`src/rtl/cpu_cd_bus_arbiter_if.sv`:
```
// CD bus arbitration signals: requests, wait, buffer enables and completion strobes.
// The master modport is the requester/target side; the slave modport is the arbiter.
interface cpu_cd_bus_arbiter_if;
  logic REQ_STOC;
  logic REQ_DMA;
  logic REQ_MEM;
  logic CD_WAIT;
  logic STOC_n;
  logic DMA_OE_n;
  logic MEMRD_OE_n;
  logic ACK_STOC;
  logic ACK_DMA;
  logic ACK_MEM;
  logic CD_TMO;
  logic CD_BUSY;

  modport master (
    output REQ_STOC, REQ_DMA, REQ_MEM, CD_WAIT,
    input  STOC_n, DMA_OE_n, MEMRD_OE_n,
    input  ACK_STOC, ACK_DMA, ACK_MEM, CD_TMO, CD_BUSY
  );

  modport slave (
    input  REQ_STOC, REQ_DMA, REQ_MEM, CD_WAIT,
    output STOC_n, DMA_OE_n, MEMRD_OE_n,
    output ACK_STOC, ACK_DMA, ACK_MEM, CD_TMO, CD_BUSY
  );
endinterface

```
`src/rtl/cpu_cd_bus_arbiter.sv`:
```
// Arbiter and sequencer for the CPU data bus CD: fixed priority MEM > DMA > STOC with
// CPU-store starvation override, wait-state extension, timeout and turnaround gaps.
module cpu_cd_bus_arbiter #(
  parameter int XFER_CYC   = 1,
  parameter int TURN_CYC   = 0,
  parameter int STARVE_LIM = 3,
  parameter int WAIT_TMO   = 255
) (
  input logic sysclk,
  input logic sysrst_n,
  cpu_cd_bus_arbiter_if.slave bus
);

  typedef enum logic [1:0] {IDLE, DRIVE, TURN} arbStateT;
  typedef enum logic [1:0] {OWN_NONE, OWN_STOC, OWN_DMA, OWN_MEM} ownerT;

  localparam logic [3:0] XFER_LOAD  = 4'(XFER_CYC - 1);
  localparam logic [1:0] TURN_LOAD  = 2'(TURN_CYC - 1);
  localparam logic [7:0] WAIT_LAST  = 8'(WAIT_TMO - 1);
  localparam logic [3:0] STARVE_MAX = 4'(STARVE_LIM);
  localparam bit         HAS_TURN   = (TURN_CYC > 0);

  // Enable vector bit order: [2] MEM, [1] DMA, [0] STOC; active low, at most one bit low.
  localparam logic [2:0] EN_NONE = 3'b111;
  localparam logic [2:0] EN_STOC = 3'b110;
  localparam logic [2:0] EN_DMA  = 3'b101;
  localparam logic [2:0] EN_MEM  = 3'b011;

  arbStateT   stateQ, stateD;
  ownerT      ownerQ, ownerD;
  logic [2:0] enNQ, enND;
  logic [3:0] xferCntQ, xferCntD;
  logic [7:0] waitCntQ, waitCntD;
  logic [1:0] turnCntQ, turnCntD;
  logic [3:0] starveCntQ, starveCntD;
  logic       busyQ;

  logic anyReq;
  logic stocForced;
  logic xferDone;
  logic xferTmo;

  assign anyReq     = bus.REQ_STOC | bus.REQ_DMA | bus.REQ_MEM;
  assign stocForced = bus.REQ_STOC && (starveCntQ == STARVE_MAX);
  assign xferDone   = (stateQ == DRIVE) && !bus.CD_WAIT && (xferCntQ == 4'd0);
  assign xferTmo    = (stateQ == DRIVE) && bus.CD_WAIT && (waitCntQ == WAIT_LAST);

  always_comb begin
    // NOTE: every variable gets its hold value first so no path through the case infers a latch.
    stateD     = stateQ;
    ownerD     = ownerQ;
    enND       = enNQ;
    xferCntD   = xferCntQ;
    waitCntD   = waitCntQ;
    turnCntD   = turnCntQ;
    starveCntD = starveCntQ;

    unique case (stateQ)
      IDLE: begin
        if (anyReq) begin
          stateD   = DRIVE;
          xferCntD = XFER_LOAD;
          waitCntD = 8'd0;
          if (stocForced || (!bus.REQ_MEM && !bus.REQ_DMA)) begin
            ownerD     = OWN_STOC;
            enND       = EN_STOC;
            starveCntD = 4'd0;
          end else begin
            if (bus.REQ_MEM) begin
              ownerD = OWN_MEM;
              enND   = EN_MEM;
            end else begin
              ownerD = OWN_DMA;
              enND   = EN_DMA;
            end
            if (bus.REQ_STOC && (starveCntQ != STARVE_MAX)) starveCntD = starveCntQ + 4'd1;
          end
        end
      end

      DRIVE: begin
        if (xferDone || xferTmo) begin
          ownerD   = OWN_NONE;
          enND     = EN_NONE;
          waitCntD = 8'd0;
          if (HAS_TURN) begin
            stateD   = TURN;
            turnCntD = TURN_LOAD;
          end else begin
            stateD = IDLE;
          end
        end else if (bus.CD_WAIT) begin
          waitCntD = waitCntQ + 8'd1;
        end else begin
          // Not done and no wait implies xferCntQ is non-zero here.
          waitCntD = 8'd0;
          xferCntD = xferCntQ - 4'd1;
        end
      end

      TURN: begin
        if (turnCntQ == 2'd0) stateD = IDLE;
        else                  turnCntD = turnCntQ - 2'd1;
      end

      default: begin
        stateD = IDLE;
        ownerD = OWN_NONE;
        enND   = EN_NONE;
      end
    endcase

    if (!bus.REQ_STOC) starveCntD = 4'd0;
  end

  always_ff @(posedge sysclk or negedge sysrst_n) begin
    if (!sysrst_n) begin
      stateQ     <= IDLE;
      ownerQ     <= OWN_NONE;
      enNQ       <= EN_NONE;
      xferCntQ   <= 4'd0;
      waitCntQ   <= 8'd0;
      turnCntQ   <= 2'd0;
      starveCntQ <= 4'd0;
      busyQ      <= 1'b0;
    end else begin
      // NOTE: non-blocking updates so every register samples the pre-edge values.
      stateQ     <= stateD;
      ownerQ     <= ownerD;
      enNQ       <= enND;
      xferCntQ   <= xferCntD;
      waitCntQ   <= waitCntD;
      turnCntQ   <= turnCntD;
      starveCntQ <= starveCntD;
      busyQ      <= (stateD != IDLE);
    end
  end

  // Enables come straight from flops so the CD buffers never see decode glitches.
  assign bus.MEMRD_OE_n = enNQ[2];
  assign bus.DMA_OE_n   = enNQ[1];
  assign bus.STOC_n     = enNQ[0];

  assign bus.ACK_MEM  = xferDone && (ownerQ == OWN_MEM);
  assign bus.ACK_DMA  = xferDone && (ownerQ == OWN_DMA);
  assign bus.ACK_STOC = xferDone && (ownerQ == OWN_STOC);
  assign bus.CD_TMO   = xferTmo;
  assign bus.CD_BUSY  = busyQ;

endmodule

```
`src/flat_wrapper.sv`:
```
// flat-port wrapper written by rule: the top's interface ports become plain ports
module cpu_cd_bus_arbiter_flat 
#(
  parameter int XFER_CYC   = 1,
  parameter int TURN_CYC   = 0,
  parameter int STARVE_LIM = 3,
  parameter int WAIT_TMO   = 255
)
  (sysclk, sysrst_n, bus_REQ_STOC, bus_REQ_DMA, bus_REQ_MEM, bus_CD_WAIT, bus_STOC_n, bus_DMA_OE_n, bus_MEMRD_OE_n, bus_ACK_STOC, bus_ACK_DMA, bus_ACK_MEM, bus_CD_TMO, bus_CD_BUSY);
  cpu_cd_bus_arbiter_if bus_i ();
  input logic sysclk;
  input logic sysrst_n;
  input wire logic [$bits(bus_i.REQ_STOC)-1:0] bus_REQ_STOC;
  input wire logic [$bits(bus_i.REQ_DMA)-1:0] bus_REQ_DMA;
  input wire logic [$bits(bus_i.REQ_MEM)-1:0] bus_REQ_MEM;
  input wire logic [$bits(bus_i.CD_WAIT)-1:0] bus_CD_WAIT;
  output wire logic [$bits(bus_i.STOC_n)-1:0] bus_STOC_n;
  output wire logic [$bits(bus_i.DMA_OE_n)-1:0] bus_DMA_OE_n;
  output wire logic [$bits(bus_i.MEMRD_OE_n)-1:0] bus_MEMRD_OE_n;
  output wire logic [$bits(bus_i.ACK_STOC)-1:0] bus_ACK_STOC;
  output wire logic [$bits(bus_i.ACK_DMA)-1:0] bus_ACK_DMA;
  output wire logic [$bits(bus_i.ACK_MEM)-1:0] bus_ACK_MEM;
  output wire logic [$bits(bus_i.CD_TMO)-1:0] bus_CD_TMO;
  output wire logic [$bits(bus_i.CD_BUSY)-1:0] bus_CD_BUSY;
  assign bus_i.REQ_STOC = bus_REQ_STOC;
  assign bus_i.REQ_DMA = bus_REQ_DMA;
  assign bus_i.REQ_MEM = bus_REQ_MEM;
  assign bus_i.CD_WAIT = bus_CD_WAIT;
  assign bus_STOC_n = bus_i.STOC_n;
  assign bus_DMA_OE_n = bus_i.DMA_OE_n;
  assign bus_MEMRD_OE_n = bus_i.MEMRD_OE_n;
  assign bus_ACK_STOC = bus_i.ACK_STOC;
  assign bus_ACK_DMA = bus_i.ACK_DMA;
  assign bus_ACK_MEM = bus_i.ACK_MEM;
  assign bus_CD_TMO = bus_i.CD_TMO;
  assign bus_CD_BUSY = bus_i.CD_BUSY;
  cpu_cd_bus_arbiter #(.XFER_CYC(XFER_CYC), .TURN_CYC(TURN_CYC), .STARVE_LIM(STARVE_LIM), .WAIT_TMO(WAIT_TMO)) u_core (.sysclk(sysclk), .sysrst_n(sysrst_n), .bus(bus_i));
endmodule
```
`config.mk`:
```
export PLATFORM = sky130hd
export DESIGN_NAME = cpu_cd_bus_arbiter_flat
export DESIGN_NICKNAME = d
export VERILOG_FILES = /design/src/rtl/cpu_cd_bus_arbiter_if.sv /design/src/rtl/cpu_cd_bus_arbiter.sv /design/src/flat_wrapper.sv
export SDC_FILE = /design/constraint.sdc
export NUM_CORES = 1
export LEC_CHECK = 0
export CORE_MARGIN = 5
export CORE_UTILIZATION = 45
export DETAILED_ROUTE_END_ITERATION = 12
export PLACE_DENSITY = 0.77
export RECOVER_POWER = 25
export SLEW_MARGIN = 30
export SYNTH_ARGS = -nofsm -noshare
export SYNTH_HDL_FRONTEND = slang
export SYNTH_SLANG_ARGS = --single-unit
```
`constraint.sdc`:
```
create_clock -name sysclk -period 1.7 [get_ports sysclk]
set_input_delay 0.34 -clock sysclk [delete_from_list [all_inputs] [get_ports sysclk]]
set_output_delay 0.34 -clock sysclk [all_outputs]
set_load 0.05 [all_outputs]
```
==> flow_metrics.env <==
export IMPL_outcome="finished with violations"
export IMPL_failed_checks="negative setup slack"
export IMPL_grt_pass1_vias=1247
export IMPL_h_tree_depth=1
export IMPL_grt_first_pass_wirelength_um=5250
export IMPL_io_buffer_count=13
export IMPL_vias=1217
export IMPL_num_antenna_cells=0
export IMPL_place_inst=224
export IMPL_grt_util_all_layers=0.153
export IMPL_main_combinational_cell_family_by_area_after_synthesis="simple AND/OR/NAND/NOR gates"
export IMPL_crit_path_cell_trace="inv_2, ha_4, nor4b_4, and2_4, and3_4, buf_12"
export IMPL_worst_slack_ns=-0.358
export IMPL_grt_max_degree=27
export IMPL_holdCritPathClass="register to register"
export IMPL_worst_hold_slack_ns=0.487
export IMPL_max_freq_ghz=0.486
export IMPL_detailed_place_area_um2=1830
export IMPL_netlist_area_um2=1400
export IMPL_cts_max_path_buffers=2
export IMPL_postSynthRegisterBits=26
export IMPL_static_leakage_nw=0.892
export IMPL_async_s_r_ff_share_synth=1.00
export IMPL_post_synth_and_or_nand_nor_area_fraction=0.274
export IMPL_flow_area_growth_from_synthesis_pct=40.4
export IMPL_worst_setup_path_start_kind="register"
export IMPL_tns_setup_ns=-1.17
export IMPL_power_per_cell_area_nw_per_um2=1260
export IMPL_synth_fp_nets=161
export IMPL_post_place_ws_ns=-0.420
export IMPL_syn_area_per_cell_um2=9.34
export IMPL_synth_top_cells_by_area="sky130_fd_sc_hd__dfrtp_1, sky130_fd_sc_hd__dfstp_2, sky130_fd_sc_hd__nand2_1"
export IMPL_core_area_um2=3030
export IMPL_worstSetupEndpointType="output pin"
export IMPL_postCtsHoldBufs=0
export IMPL_synth_edf_count=0
export IMPL_ys_warnings_count=0
export IMPL_final_cell_count_no_fill=236
export IMPL_post_synth_mux_area_share=0.0143
export IMPL_synthAdderAreaFrac=0.0446
export IMPL_finalWeightedCongestion=0.858
export IMPL_worst_pin_slew_ns=0.648
export IMPL_synth_cells=150
export IMPL_synth_compound_area_share=0.129
export IMPL_synth_top_flop_cell="sky130_fd_sc_hd__dfrtp_1"
export IMPL_total_power_mw=2.48
export IMPL_share_of_cells_above_drive_strength_1=0.370
export IMPL_clock_edge_transition_at_the_registers_on_the_reported_setup_and_hold_paths_ns=0.14
export IMPL_finalSetupViolCount=6
export IMPL_critPathKind="register to output pin"
export IMPL_initial_core_util=0.463
export IMPL_yosysTopAreaCellShare=0.411
export IMPL_final_min_clock_period_ns=2.06
export IMPL_drt_wirelength_per_cell_um=12.8
export IMPL_clock_sinks=26
export IMPL_pin_count=14
export IMPL_timing_final_hold_violations=0
export IMPL_layout_cell_area_non_filler_um2=1970
export IMPL_routed_wirelength_um=3030
export IMPL_slew_limit_headroom=0.568
export IMPL_drv_cap=0
export IMPL_numCtsBuffers=3
export IMPL_antenna_viol_nets_final=0
export IMPL_fp_rows=20
export IMPL_initialDrtViolationCount=50
export IMPL_timing_critical_path_fanout_max=3
export IMPL_max_vdd_ir_drop_v=0.000476
export IMPL_postLayoutCoreUtil=0.650
export IMPL_crit_path_top_delay_cell="sky130_fd_sc_hd__dfrtp_1"
export IMPL_worst_skew_pair_latency_ns=0.31
export IMPL_finalCritPeriodShare=1.21
export IMPL_cts_tree="yes"
export IMPL_seq_area_frac_synth=0.467
export IMPL_clk_root_buffer_cell="sky130_fd_sc_hd__clkbuf_4"
export IMPL_fin_worst_skew_ns=0.00458
export IMPL_yosysTopAreaCell="sky130_fd_sc_hd__dfrtp_1"
export IMPL_unrepaired_setup_endpoints_after_global_routing="yes"
export IMPL_remaining_drc_errors=0
export IMPL_gr_total_overflow=0
export IMPL_finalMaxSlewViolations=0
export IMPL_dieWidth_um=65.8
export IMPL_firstDrtPassIters=4
export IMPL_fillers=233
export IMPL_worst_path_dominant_cell_family="simple AND/OR/NAND/NOR gates"
export IMPL_timing_critical_path_buf_inv=2
export IMPL_xor_and_xnor_area_share_after_synthesis=0.0375
export IMPL_cp_data_required_time_ns=1.36
export IMPL_drt_vias_per_instance=5.16
export IMPL_worst_path_largest_cell_delay_ns=0.41
export IMPL_synth_distinct_cells=42
export IMPL_initial_antenna_violation_count=0
export IMPL_dp_hpwl_um=2270
export IMPL_final_nets=204
export IMPL_design_die_area_um2=4330
export IMPL_ff2ff_setup_slack_ns=-0.06
export IMPL_chipHeight_um=65.8
export IMPL_worstPathArrival_ns=1.72
## cells by family (layout without fill, tap and decap cells)
| group | Yosys count | after routing |
|---|---|---|
| XOR/XNOR | 6 | 6 |
| AO/OA/AOI/OAI | 27 | 27 |
| multiplexers | 2 | 2 |
| AND/OR/NAND/NOR | 72 | 72 |
| buffers and inverters | 12 | 54 |
| flip-flops | 26 | 26 |
| adder cells (fa/ha/maj) | 5 | 5 |
## cells in the mapped netlist (3+ instances only)
library cell and number:
sky130_fd_sc_hd__ha_1 5, sky130_fd_sc_hd__o21ai_0 10, sky130_fd_sc_hd__inv_1 9, sky130_fd_sc_hd__and3_1 4
sky130_fd_sc_hd__nand3_1 5, sky130_fd_sc_hd__xnor2_1 6, sky130_fd_sc_hd__nor3_1 7, sky130_fd_sc_hd__nand2_1 18
sky130_fd_sc_hd__nor2_1 13, sky130_fd_sc_hd__and2_1 3, sky130_fd_sc_hd__a21oi_1 5, sky130_fd_sc_hd__dfrtp_1 23
sky130_fd_sc_hd__and2_2 3, sky130_fd_sc_hd__dfstp_2 3
## metal layers
| metal | share of wire | global-route usage | up-vias |
|---|---|---|---|
| met5 | 0 | 0 | - |
| met4 | 0.0096 | 0.0466 | 0 |
| met3 | 0.020 | 0.0153 | 2 |
| met2 | 0.53 | 0.279 | 14 |
| met1 | 0.44 | 0.187 | 589 |
| li1 | - | - | 612 |
## area by class of cell
cell class / count / area (µm²) / share of cell area
Sequential cell: 26 / 656 / 0.333
Clock buffer: 4 / 26.3 / 0.0134
Multi-Input combinational cell: 112 / 797 / 0.405
Timing Repair Buffer: 41 / 400 / 0.203
Inverter: 9 / 33.8 / 0.0172
Tap cell: 44 / 55.1 / 0.0280
## worst register-to-register path: cells and delay by family (launching register included)
| kind | cells | cell delay, ns |
|---|---|---|
| and+or+nand+nor | 2 | 0.90 |
| buffers and inverters | 2 | 0.26 |
| DFF | 1 | 0.42 |
| AOI/OAI and AO/OA | 1 | 0.12 |
## state kept, by name, summed over array words and instances (netlist names)
register	flops
u_core.bus.CD_BUSY	1
u_core.stateQ	2
u_core.xferCntQ	4
u_core.enNQ	3
u_core.ownerQ	2
u_core.turnCntQ	2
u_core.starveCntQ	4
u_core.waitCntQ	8
## report_power, final
part,switching [mW],leakage (nW),internal (mW)
Clock,0.175,0.0150,0.0916
Combinational,0.623,0.546,0.670
Sequential,0.142,0.332,0.782
Total,0.940,0.892,1.54
## path summary, 6_finish.rpt
kind | startpoint | end | depth (start not counted)
hold reg to reg | u_core.turnCntQ[0] | u_core.turnCntQ[0] | 1
setup reg to reg | u_core.xferCntQ[0] | u_core.xferCntQ[3] | 5
hold / removal | u_core.turnCntQ[0] | u_core.turnCntQ[0] | 1
min in group asynchronous | sysrst_n | u_core.waitCntQ[6] | 2
setup / recovery | u_core.xferCntQ[1] | bus_ACK_MEM | 6
max in group asynchronous | sysrst_n | u_core.stateQ[1] | 2
## placed cells by master, fill, tap and decap left out, types with 2 or more instances in the layout
master / Yosys / final
sky130_fd_sc_hd__a21oi_1: 5 / 3
sky130_fd_sc_hd__buf_4: 0 / 28
sky130_fd_sc_hd__buf_12: 0 / 7
sky130_fd_sc_hd__or2_2: 2 / 2
sky130_fd_sc_hd__xnor2_1: 6 / 6
sky130_fd_sc_hd__o31ai_1: 2 / 2
sky130_fd_sc_hd__and2_1: 3 / 2
sky130_fd_sc_hd__inv_2: 0 / 2
sky130_fd_sc_hd__o21ai_0: 10 / 10
sky130_fd_sc_hd__nand2_1: 18 / 16
sky130_fd_sc_hd__and3_4: 0 / 3
sky130_fd_sc_hd__nor2_1: 13 / 12
sky130_fd_sc_hd__nand3_1: 5 / 5
sky130_fd_sc_hd__or4_4: 0 / 2
sky130_fd_sc_hd__dfrtp_1: 23 / 22
sky130_fd_sc_hd__nor3_1: 7 / 6
sky130_fd_sc_hd__and2_2: 3 / 3
sky130_fd_sc_hd__dlygate4sd2_1: 0 / 4
sky130_fd_sc_hd__a21oi_2: 0 / 2
sky130_fd_sc_hd__or3_1: 2 / 2
sky130_fd_sc_hd__ha_1: 5 / 4
sky130_fd_sc_hd__clkbuf_4: 0 / 3
sky130_fd_sc_hd__dfstp_2: 3 / 3
sky130_fd_sc_hd__nand2_2: 0 / 2
sky130_fd_sc_hd__nand2b_1: 2 / 2
sky130_fd_sc_hd__mux2i_1: 2 / 2
sky130_fd_sc_hd__inv_1: 9 / 7
## timing repair
item | 4_1_cts | 5_1_grt
pin swaps | 9 | 1
gates resized for setup | 13 | 7
setup buffers | 7 | 1
hold endpoints to repair | 0 | 0
endpoints found under the setup margin | 6 | 10
cloned | 0 | 0
(Power assumes the default switching activity.)
